File: src/rtl/lift_row_seq.sv
`default_nettype none
// ============================================================================
// Module   : lift_row_seq
// Brief    : Row sequencer for the 5/3 lifting datapath. Walks one row held
//            in a dual-port buffer, presents left/centre/right operands to
//            the lifting core and writes each result back in place. One
//            start/done transaction performs a full forward or inverse
//            1-D pass (two half-passes: odd/even or even/odd).
// Revision : 1.0 - initial release
// ============================================================================
module lift_row_seq #(
    parameter int WIDTH    = 16,
    parameter int DEPTH    = 64,
    parameter int ADDR_W   = $clog2(DEPTH),
    parameter int LIFT_LAT = 1
) (
    input  logic              clk,
    input  logic              rst,
    input  logic              start,
    input  logic              fwd,
    input  logic [ADDR_W:0]   len,
    output logic              busy,
    output logic              done,
    output logic              err,
    output logic              rd_en,
    output logic [ADDR_W-1:0] rd_addr,
    input  logic [WIDTH-1:0]  rd_data,
    output logic              wr_dv,
    output logic [ADDR_W-1:0] wr_addr,
    output logic [WIDTH-1:0]  wr_data,
    output logic [WIDTH-1:0]  l_s,
    output logic [WIDTH-1:0]  s_s,
    output logic [WIDTH-1:0]  r_s,
    output logic              e_o_s,
    output logic              f_i_s,
    input  logic [WIDTH-1:0]  res_s
);

    localparam int                c_LAT_W    = (LIFT_LAT > 1) ? $clog2(LIFT_LAT) : 1;
    localparam logic [c_LAT_W-1:0] c_LAT_LAST = c_LAT_W'(LIFT_LAT - 1);
    localparam logic [ADDR_W:0]   c_DEPTH    = (ADDR_W+1)'(DEPTH);
    localparam logic [ADDR_W:0]   c_ONE      = (ADDR_W+1)'(1);
    localparam logic [ADDR_W:0]   c_TWO      = (ADDR_W+1)'(2);
    localparam logic [ADDR_W-1:0] c_ADDR_ONE = ADDR_W'(1);

    typedef enum logic [2:0] {
        S_IDLE = 3'd0,
        S_RD_L = 3'd1,
        S_RD_S = 3'd2,
        S_RD_R = 3'd3,
        S_CAP  = 3'd4,
        S_EXEC = 3'd5,
        S_WR   = 3'd6,
        S_DONE = 3'd7
    } state_t;

    state_t              r_state;
    logic [ADDR_W:0]     r_len;
    logic [ADDR_W-1:0]   r_idx;
    logic                r_pass;   // 0 = first half-pass, 1 = second
    logic                r_odd;    // current half-pass walks odd indices
    logic [c_LAT_W-1:0]  r_lat;

    logic                w_len_ok;
    logic [ADDR_W:0]     w_len_m1;
    logic [ADDR_W:0]     w_len_m2;
    logic [ADDR_W:0]     w_next_idx;
    logic                w_pass_end;
    logic [ADDR_W-1:0]   w_r_addr;

    // Length validity, symmetric-extension right address and pass-end test
    assign w_len_ok   = ~len[0] && (len >= c_TWO) && (len <= c_DEPTH);
    assign w_len_m1   = r_len - c_ONE;
    assign w_len_m2   = r_len - c_TWO;
    assign w_next_idx = {1'b0, r_idx} + c_TWO;
    assign w_pass_end = (w_next_idx >= r_len);
    assign w_r_addr   = ({1'b0, r_idx} == w_len_m1) ? w_len_m2[ADDR_W-1:0]
                                                    : r_idx + c_ADDR_ONE;

    // Write data is the core result as seen during the WR cycle itself
    assign wr_data = wr_dv ? res_s : '0;

    // Sequencer FSM with registered outputs
    always_ff @(posedge clk) begin
        if (rst) begin
            r_state <= S_IDLE;
            r_len   <= '0;
            r_idx   <= '0;
            r_pass  <= 1'b0;
            r_odd   <= 1'b0;
            r_lat   <= '0;
            busy    <= 1'b0;
            done    <= 1'b0;
            err     <= 1'b0;
            rd_en   <= 1'b0;
            rd_addr <= '0;
            wr_dv   <= 1'b0;
            wr_addr <= '0;
            l_s     <= '0;
            s_s     <= '0;
            r_s     <= '0;
            e_o_s   <= 1'b0;
            f_i_s   <= 1'b0;
        end else begin
            case (r_state)
                S_IDLE: begin
                    done <= 1'b0;
                    err  <= 1'b0;
                    if (start) begin
                        if (w_len_ok) begin
                            // Forward starts with the odd (predict) half-pass
                            r_len   <= len;
                            f_i_s   <= fwd;
                            r_odd   <= fwd;
                            e_o_s   <= ~fwd;
                            r_pass  <= 1'b0;
                            r_idx   <= fwd ? c_ADDR_ONE : '0;
                            rd_addr <= fwd ? '0 : c_ADDR_ONE;
                            rd_en   <= 1'b1;
                            busy    <= 1'b1;
                            r_state <= S_RD_L;
                        end else begin
                            done    <= 1'b1;
                            err     <= 1'b1;
                            r_state <= S_DONE;
                        end
                    end
                end
                S_RD_L: begin
                    rd_addr <= r_idx;
                    r_state <= S_RD_S;
                end
                S_RD_S: begin
                    l_s     <= rd_data;
                    rd_addr <= w_r_addr;
                    r_state <= S_RD_R;
                end
                S_RD_R: begin
                    s_s     <= rd_data;
                    rd_en   <= 1'b0;
                    r_state <= S_CAP;
                end
                S_CAP: begin
                    r_s     <= rd_data;
                    r_lat   <= '0;
                    r_state <= S_EXEC;
                end
                S_EXEC: begin
                    if (r_lat == c_LAT_LAST) begin
                        wr_dv   <= 1'b1;
                        wr_addr <= r_idx;
                        r_state <= S_WR;
                    end else begin
                        r_lat <= r_lat + 1'b1;
                    end
                end
                S_WR: begin
                    wr_dv <= 1'b0;
                    if (!w_pass_end) begin
                        // Left neighbour of i+2 is i+1
                        r_idx   <= w_next_idx[ADDR_W-1:0];
                        rd_addr <= r_idx + c_ADDR_ONE;
                        rd_en   <= 1'b1;
                        r_state <= S_RD_L;
                    end else if (!r_pass) begin
                        // Switch parity; new first index is 1 (odd) or 0 (even)
                        r_pass  <= 1'b1;
                        r_odd   <= ~r_odd;
                        e_o_s   <= r_odd;
                        r_idx   <= r_odd ? '0 : c_ADDR_ONE;
                        rd_addr <= r_odd ? c_ADDR_ONE : '0;
                        rd_en   <= 1'b1;
                        r_state <= S_RD_L;
                    end else begin
                        busy    <= 1'b0;
                        done    <= 1'b1;
                        r_state <= S_DONE;
                    end
                end
                S_DONE: begin
                    done    <= 1'b0;
                    err     <= 1'b0;
                    r_state <= S_IDLE;
                end
                default: begin
                    r_state <= S_IDLE;
                end
            endcase
        end
    end

endmodule
`default_nettype wire

File: config.mk
export PLATFORM = sky130hd
export DESIGN_NAME = lift_row_seq
export DESIGN_NICKNAME = d
export VERILOG_FILES = /design/src/rtl/lift_row_seq.sv
export SDC_FILE = /design/constraint.sdc
export NUM_CORES = 1
export LEC_CHECK = 0
export CORE_ASPECT_RATIO = 0.5
export CORE_MARGIN = 1.5
export CORE_UTILIZATION = 40
export CTS_CLUSTER_SIZE = 14
export DETAILED_ROUTE_END_ITERATION = 6
export GPL_TIMING_DRIVEN = 0
export PLACE_DENSITY_LB_ADDON = 0.25
export SLEW_MARGIN = 20
export SYNTH_ARGS = -nofsm -noshare
export SYNTH_HDL_FRONTEND = slang
export SYNTH_SLANG_ARGS = --single-unit
File: constraint.sdc
create_clock -name clk -period 5.63 [get_ports clk]
set_input_delay 1.126 -clock clk [delete_from_list [all_inputs] [get_ports clk]]
set_output_delay 1.126 -clock clk [all_outputs]
set_load 0.005 [all_outputs]
==> results of run 1 <==
[per-layer routing]
metal  share of wire [%]  vias up  wire length (µm)  track usage, %
met5                   0        -                 0               0
li1                    -     1965                 -               -
met4                 1.7        0               188           6.463
met3                 5.8       17               659           5.346
met2                  46      102              5240           36.32
met1                  46     1838              5182           27.98
[layout make-up]
type                            count  area share [%]
Multi-Input combinational cell    367           36.57
Sequential cell                    85           29.83
Timing Repair Buffer              124           21.76
Clock buffer                       10           4.014
Tap cell                          135           2.961
Buffer                             31           2.062
Clock inverter                      6           1.952
Inverter                           13          0.8555
[cell families after synthesis]
logic type / count (synthesis) / share of synthesized area, %
AOI/OAI and AO/OA: 114 / 17.72
and+or+nand+nor: 213 / 24.62
muxes: 12 / 3.070
buffers and inverters: 44 / 4.209
DFF: 85 / 43.04
xor gates and xnor gates: 16 / 3.544
adders and majority gates: 12 / 3.797
[path summary, 6_finish.rpt]
| kind | start | to | slack (ns) |
|---|---|---|---|
| max | len[1] | rd_addr[2] | 2.21 |
| min | l_s[12] | l_s[12] | 0.45 |
| max reg2reg | r_idx[2] | r_odd | 2.22 |
| min reg2reg | l_s[12] | l_s[12] | 0.45 |
[worst reg2reg max path: cells and delay by family, from the launching register on]
family | cells | cell delay [ns]
AND/OR/NAND/NOR | 4 | 1.08
AO/OA/AOI/OAI | 4 | 0.99
buffers and inverters | 1 | 0.39
flip-flops | 1 | 0.34
adder cells (fa/ha/maj) | 1 | 0.30
XOR/XNOR | 1 | 0.19
[cells in the mapped netlist (2+ instances only)]
cell type / instances / area [µm²]
nor2b_1: 2 / 12.51
a22oi_1: 3 / 22.52
a21oi_1: 72 / 360.4
a21o_1: 3 / 22.52
a31oi_1: 3 / 18.77
o211ai_1: 3 / 22.52
xnor2_1: 12 / 105.1
or2_2: 2 / 12.51
clkbuf_1: 29 / 108.9
inv_1: 13 / 48.80
and2_1: 18 / 112.6
a211oi_1: 4 / 30.03
ha_1: 12 / 150.1
xor2_1: 4 / 35.03
and3_1: 3 / 18.77
nand3_1: 8 / 40.04
nand2_1: 110 / 412.9
a222oi_1: 3 / 30.03
o21ai_1: 2 / 10.01
nand4_1: 4 / 25.02
nor2_1: 38 / 142.6
o21a_1: 3 / 22.52
mux2i_1: 11 / 110.1
nor3_1: 10 / 50.05
nand3b_1: 4 / 30.03
a311oi_1: 2 / 17.52
dfxtp_1: 85 / 1702
nand2b_1: 6 / 37.54
o21ai_0: 5 / 25.02
[stage by stage]
stage	hold WS (ns)	instances	worst slack, ns	utilization [%]	power [mW]
6_report	0.4528	771	2.209	59.99	1.616
2_1_floorplan	0.4504	496	2.462	-	0.8130
3_3_place_gp	0.4409	755	1.908	56.41	0.9502
4_1_cts	0.4544	771	2.222	59.99	1.626
3_5_place_dp	0.4457	755	1.865	56.41	0.9560
5_1_grt	0.4707	771	1.978	59.99	1.683
[registers in the layout, indices dropped and copies added, names as in the netlist]
signal / count
f_i_s: 1
done: 1
rd_en: 1
r_s: 16
r_state: 3
s_s: 16
wr_addr: 6
rd_addr: 6
e_o_s: 1
busy: 1
wr_dv: 1
err: 1
l_s: 16
r_idx: 6
r_len: 7
r_pass: 1
r_odd: 1
[where the power goes]
| group | leakage, nW | internal [mW] | total (mW) | switching (mW) |
|---|---|---|---|---|
| Combinational | 1.19 | 0.138 | 0.284 | 0.146 |
| Sequential | 0.690 | 0.636 | 0.660 | 0.0232 |
| Clock | 0.163 | 0.433 | 0.672 | 0.239 |
| Total | 2.04 | 1.21 | 1.62 | 0.408 |
==> flow_metrics.tcl, run 1 <==
set metrics [dict create \
    outcome "finished, final reports clean" \
    insertion_delay_ns 0.34 \
    end_kind "flip-flop" \
    clk_path_buf_depth 2 \
    syn_inst 496 \
    rows 25 \
    syn_to_final_growth_pct 44.27 \
    syn_area_um2 3954 \
    fin_worst_skew_ns 0.004348 \
    grt_pass1_wl_um 17440 \
    hpwl_um 8359 \
    start_kind "input port" \
    setup_violations 0 \
    ir_drop_v 0.0001583 \
    worst-path-stages 8 \
    cts.clk_slew.worst_paths_ns 0.06 \
    wirelength_um 11270 \
    holdBufCountCts 0 \
    final_common_cell "clkdlybuf4s50_1" \
    hold_path_depth 2 \
    worstPathCellList "clkdlybuf4s50_1 > or4_4 > o21a_1 > or3_4 > o311ai_4 > nand3_4 > a2111oi_2 > a21oi_1" \
    final_cell_mix "clkdlybuf4s50_1, nand2_1, dfxtp_1" \
    ff2ff_path_depth 11 \
    min_path_type "reg2reg" \
    core_um2 9509 \
    antenna_found_initial 0 \
    critical_path_buf_inv_count 1 \
    drive_gt1_share_pct 3.931 \
    tightest_slew_ns 0.6966 \
    crit_path_max_fanout 7 \
    cp_slowest_cell "or4_4" \
    crit_family "simple AND/OR/NAND/NOR gates" \
    first_pass_iters 5 \
    die_area_um2 10530 \
    cp.required_ns 5.83 \
    drc 0 \
    rsz0062_at_grt "no" \
    vias_per_cell 5.087 \
    critical-path-max-stage-delay_ns 0.55 \
    die_x_um 143.6 \
    ys_types 51 \
    nets 686 \
    ios 126 \
    via_count 3922 \
    grtUsageTotal_pct 21.68 \
    cts_resized 0 \
    dpl_cell_area_um2 5364 \
    arrival_ns 3.62 \
    ys_ff_latch 85 \
    clock_sink_count 85 \
    antennaDiodeCount 0 \
    layout_min_cycle_time_ns 3.421 \
    hold_violations 0 \
    finalSetupTns_ns 0 \
    seqCellArea_um2 1702 \
    drv_slew 0 \
    syn_nets 551 \
    clock-root-buffer "clkbuf_16" \
    relSlewSlack_pct 53.39 \
    final.fill_count 899 \
    cts_tree "yes" \
    antenna_left 0 \
    cts_buffers 9 \
    die_h_um 73.30 \
    timing.fmax_ghz 0.2923 \
    leakage_nw 2.039 \
    maxCapViolCount 0 \
    drt_iter0_drc 249 \
    wl_per_cell_um 14.62 \
    cts_setup_buffers 0 \
    grt_max_degree 15 \
    synth_top_flop_cell "dfxtp_1" \
    grt_pass1_vias 3439 \
    power_per_cell_area_nw_per_um2 283.3 \
    grt_overflow 0 \
    io_buffer_count 124 \
    path_class "in2reg" \
    design_area_um2 5704 \
    globalplace.congestion 0.8405 \
    synth_seq_area_share_pct 43.04 \
    multi_input_area_um2 2086 \
    period_share_pct 60.76 \
    avgSynthCellArea_um2 7.971 \
    yosys_warnings 0 \
    initial_core_util_pct 41.58 \
    h-tree-depth 3 \
    synth-edff-count 0 \
    async_flop_share_pct 0 \
]
(Power assumes the default switching activity.)
==> inputs of run 2 (changes only) <==
clock period = 2.88 ns   (was 5.63 ns; I/O delays follow)
==> flow_metrics.tcl, run 2 (synthesis results as in run 1) <==
set metrics [dict create \
    layout_min_cycle_time_ns 2.765 \
    grtUsageTotal_pct 21.79 \
    p_sw_share_pct 25.30 \
    drive_gt1_share_pct 6.270 \
    cp.required_ns 3.08 \
    path_class "in2reg" \
    grt_max_degree 15 \
    die_h_um 73.30 \
    drc 0 \
    final_cells 773 \
    critical-path-max-stage-delay_ns 0.43 \
    fin_total_pwr_mw 3.170 \
    rows 25 \
    cts_buffers 9 \
    p_sw_mw 0.8018 \
    final_cell_mix "clkdlybuf4s50_1, nand2_1, dfxtp_1" \
    die_x_um 143.6 \
    power_per_cell_area_nw_per_um2 548.1 \
    nets 688 \
    start_kind "input port" \
    clock-root-buffer "clkbuf_16" \
    first_pass_iters 6 \
    antenna_found_initial 0 \
    antenna_left 0 \
    core_um2 9509 \
    drv_slew 0 \
    rsz0062_at_grt "no" \
    wirelength_um 11330 \
    insertion_delay_ns 0.34 \
    globalplace.congestion 0.8405 \
    clock_sink_count 85 \
    period_share_pct 96.02 \
    grt_pass1_wl_um 17530 \
    antennaDiodeCount 0 \
    via_count 3925 \
    relSlewSlack_pct 54.33 \
    h-tree-depth 3 \
    reg.largest.list "l_s: 16 flops, r_s: 16 flops, s_s: 16 flops" \
    p_clk_share_pct 41.5 \
    final_common_cell "clkdlybuf4s50_1" \
    hold_violations 0 \
    clk_path_buf_depth 2 \
    end_kind "flip-flop" \
    die_area_um2 10530 \
    setup_violations 0 \
    syn_to_final_growth_pct 46.27 \
    tightest_slew_ns 0.6850 \
    timing.fmax_ghz 0.3616 \
    maxCapViolCount 0 \
    placed_cells 755 \
    outcome "finished, final reports clean" \
    io_buffer_count 124 \
    wl_per_cell_um 14.66 \
    grt_overflow 0 \
    cts.clk_slew.worst_paths_ns 0.06 \
    drt_iter0_drc 252 \
    worstPathCellList "clkdlybuf4s50_1 > or4_4 > o21a_1 > or3_4 > o311ai_4 > nand3_4 > a222oi_1 > a21oi_1" \
    cp_slowest_cell "or4_4" \
    combPwrFrac_pct 17.9 \
    p_seq_share_pct 40.7 \
    cts_tree "yes" \
    initial_core_util_pct 41.58 \
    leakage_nw 2.091 \
    ios 126 \
    p_int_mw 2.368 \
    hpwl_um 8359 \
    crit_path_max_fanout 6 \
    fin_worst_skew_ns 0.004338 \
    vias_per_cell 5.078 \
    arrival_ns 2.96 \
    min_path_type "reg2reg" \
    ir_drop_v 0.0003145 \
    grt_pass1_vias 3459 \
]
-- run 2: routing by layer --
layer	track usage [%]	up-vias	wire, µm
met2	36.32	108	5266
met4	7.029	0	231
met1	28.10	1831	5186
met3	5.346	21	644
met5	0	-	0
li1	-	1965	-
-- run 2: worst paths after layout --
| check | from | end | slack, ns | depth (start not counted) |
|---|---|---|---|---|
| setup reg to reg | r_idx[1] | rd_addr[3] | 0.13 | 11 |
| hold / removal | l_s[12] | l_s[12] | 0.45 | 2 |
| hold reg to reg | l_s[12] | l_s[12] | 0.45 | 2 |
| setup / recovery | len[1] | rd_addr[3] | 0.11 | 8 |
-- run 2: metrics by stage --
step / setup TNS [ns] / hold slack, ns / setup slack, ns / utilization (%) / instance area (µm²)
floorplan: 0 / 0.4504 / 0.1370 / - / 3954
global placement: -5.099 / 0.4409 / -0.4261 / 56.41 / 5364
detailed placement: -5.544 / 0.4457 / -0.4672 / 56.41 / 5364
CTS: 0 / 0.4544 / 0.01577 / 60.07 / 5712
global route: 0 / 0.4707 / 0.005287 / 60.82 / 5783
finish: 0 / 0.4528 / 0.1146 / 60.82 / 5783
-- run 2: worst max-delay path: cells and delay by family --
family                 cells  cell delay (ns)
buffers and inverters      1             0.42
AND/OR/NAND/NOR            3             1.01
AO/OA/AOI/OAI              4             0.95
-- run 2: final cells by class --
type / count / area, µm²
flip-flops and latches: 85 / 1704
inverters: 13 / 48.80
clock inverters: 6 / 111.4
well taps: 135 / 168.9
multi-input cells: 367 / 2128
clock buffers: 10 / 229.0
plain buffers: 29 / 113.9
fillers: 893 / 3726
repair buffers: 128 / 1279
-- run 2: power by group through the flow --
stage	clock (mW)	sequential, mW	combinational, mW
final	1.31	1.29	0.566
after global routing	1.38	1.30	0.621
after CTS	1.33	1.29	0.560
after detailed placement	0	1.32	0.553
after global placement	0	1.31	0.544
after floorplan	0	1.31	0.277
-- run 2: timing repair --
item                       CTS  global route
gates resized for setup      8            10
buffers inserted             0             4
pin swaps                    0             9
hold buffers                 0             0
setup endpoints to repair   18            13
==> inputs of run 3 (changes only) <==
clock period = 2.3 ns   (was 2.88 ns; I/O delays follow)
==> flow_metrics.tcl, run 3 (synthesis results as in run 1) <==
set metrics [dict create \
    die_x_um 143.6 \
    p_int_mw 2.913 \
    ios 126 \
    final.fill_count 823 \
    power_per_cell_area_nw_per_um2 652.2 \
    cts.clk_slew.worst_paths_ns 0.06 \
    first_pass_iters 5 \
    antenna_found_initial 0 \
    setup_ws_ns -0.3600 \
    start_kind "flip-flop" \
    outcome "finished, violations left" \
    dp_slack_ns -0.8600 \
    hold_violations 0 \
    via_count 4173 \
    design_area_um2 6153 \
    globalplace.congestion 0.8802 \
    grt_overflow 0 \
    drive_gt1_share_pct 13.75 \
    crit_end "r_odd" \
    leakage_nw 2.270 \
    ir_drop_v 0.0003909 \
    tightest_slew_ns 0.6805 \
    reg2reg_slack_ns -0.36 \
    die_h_um 73.30 \
    insertion_delay_ns 0.34 \
    core_um2 9509 \
    hpwl_um 8369 \
    finalSetupTns_ns -3.057 \
    holdBufCountCts 0 \
    antennaDiodeCount 0 \
    drc 0 \
    gr-usage-met3_pct 5.932 \
    fin_worst_skew_ns 0.004401 \
    die_area_um2 10530 \
    grt_pass1_vias 3793 \
    fin_util_pct 64.71 \
    initial_core_util_pct 41.58 \
    ff2ff_path_depth 12 \
    cts_buffers 9 \
    rsz0062_at_grt "yes" \
    grt_pass1_wl_um 18750 \
    p_clk_share_pct 40.0 \
    arrival_ns 2.88 \
    relSlewSlack_pct 54.64 \
    gr-max-usage-layer "met2" \
    cp.required_ns 2.52 \
    rows 25 \
    timing.fmax_ghz 0.3759 \
    drv_slew 0 \
    nets 712 \
    cts_tree "yes" \
    final_cell_mix "clkdlybuf4s50_1, nand2_1, dfxtp_1" \
    path_class "reg2reg" \
    failed_checks "setup timing" \
    worstSetupStartpoint "r_idx[1]" \
    wl_per_cell_um 15.60 \
    h-tree-depth 3 \
    grt_max_degree 17 \
    maxCapViolCount 0 \
    dpl_cell_area_um2 5390 \
    layout_min_cycle_time_ns 2.660 \
    crit_path_max_fanout 8 \
    reg.largest.list "l_s: 16 flops, r_s: 16 flops, s_s: 16 flops" \
    reg2reg_from "r_idx[1]" \
    setup_violations 15 \
    syn_to_final_growth_pct 55.63 \
    drt_iter0_drc 306 \
    worstReg2RegEnd "r_odd" \
    grt_use_met2_pct 38.78 \
    clk_path_buf_depth 2 \
    combPwrFrac_pct 19.6 \
    grtUsageTotal_pct 23.08 \
    io_buffer_count 124 \
    clock-root-buffer "clkbuf_16" \
    p_sw_share_pct 27.43 \
    vias_per_cell 5.236 \
    wirelength_um 12430 \
    antenna_left 0 \
    clock_sink_count 85 \
    end_kind "flip-flop" \
    period_share_pct 115.7 \
    final_common_cell "clkdlybuf4s50_1" \
    min_path_type "in2reg" \
    p_sw_mw 1.101 \
    p_seq_share_pct 40.4 \
    use_met1_pct 29.58 \
]
run 3: timing repair:
| action | 4_1_cts | 5_1_grt |
|---|---|---|
| setup endpoints to repair | 28 | 54 |
| resized for setup | 43 | 24 |
| cloned | 0 | 1 |
| buffers inserted | 18 | 10 |
| pin swaps | 22 | 22 |
run 3: final cells by class:
type	instances	area [µm²]	share of cell area (%)
buffer	28	137.6	2.237
clock buffer	9	225.2	3.660
clock inverter	7	102.6	1.667
inverter	13	48.80	0.7930
multi-input combinational	368	2305	37.45
sequential	85	1710	27.80
tap	135	168.9	2.745
timing repair buffer	152	1455	23.65
run 3: worst min path at each step:
stage	slack [ns]	endpoint	cells past startpoint	start
global placement	0.44	s_s[15]	2	s_s[15]
global route	0.39	r_len[2]	3	len[2]
detailed placement	0.45	s_s[15]	2	s_s[15]
finish	0.37	r_len[4]	3	len[4]
floorplan	0.45	rd_en	2	rd_en
CTS	0.37	r_len[4]	3	len[4]
run 3: routing by layer:
metal,part of all wire (%),vias to the layer above
li1,-,2022
met2,46,148
met1,46,1976
met5,0,-
met4,1.5,0
met3,6.7,27
run 3: power by group through the flow:
stage,Sequential (mW),Clock (mW),Combinational (mW)
floorplan,1.64,0,0.352
global placement,1.64,0,0.686
detailed placement,1.65,0,0.696
CTS,1.62,1.62,0.740
global route,1.63,1.68,0.856
finish,1.62,1.61,0.787
run 3: critical path, stage by stage (launching register included):
cell,delay (ns)
dfxtp_4,0.39
buf_6,0.11
nand3_4,0.07
xnor2_2,0.16
ha_1,0.32
a211o_1,0.34
a21oi_4,0.19
o21ai_4,0.10
buf_4,0.16
nor2_4,0.21
nor4_1,0.12
a221oi_1,0.31
nor2_1,0.07
run 3: through the flow:
stage / instances / power [mW] / hold slack, ns
2_1_floorplan: 496 / 1.995 / 0.4504
3_3_place_gp: 755 / 2.331 / 0.4415
3_5_place_dp: 755 / 2.345 / 0.4455
4_1_cts: 788 / 3.977 / 0.3735
5_1_grt: 797 / 4.168 / 0.3897
6_report: 797 / 4.013 / 0.3746
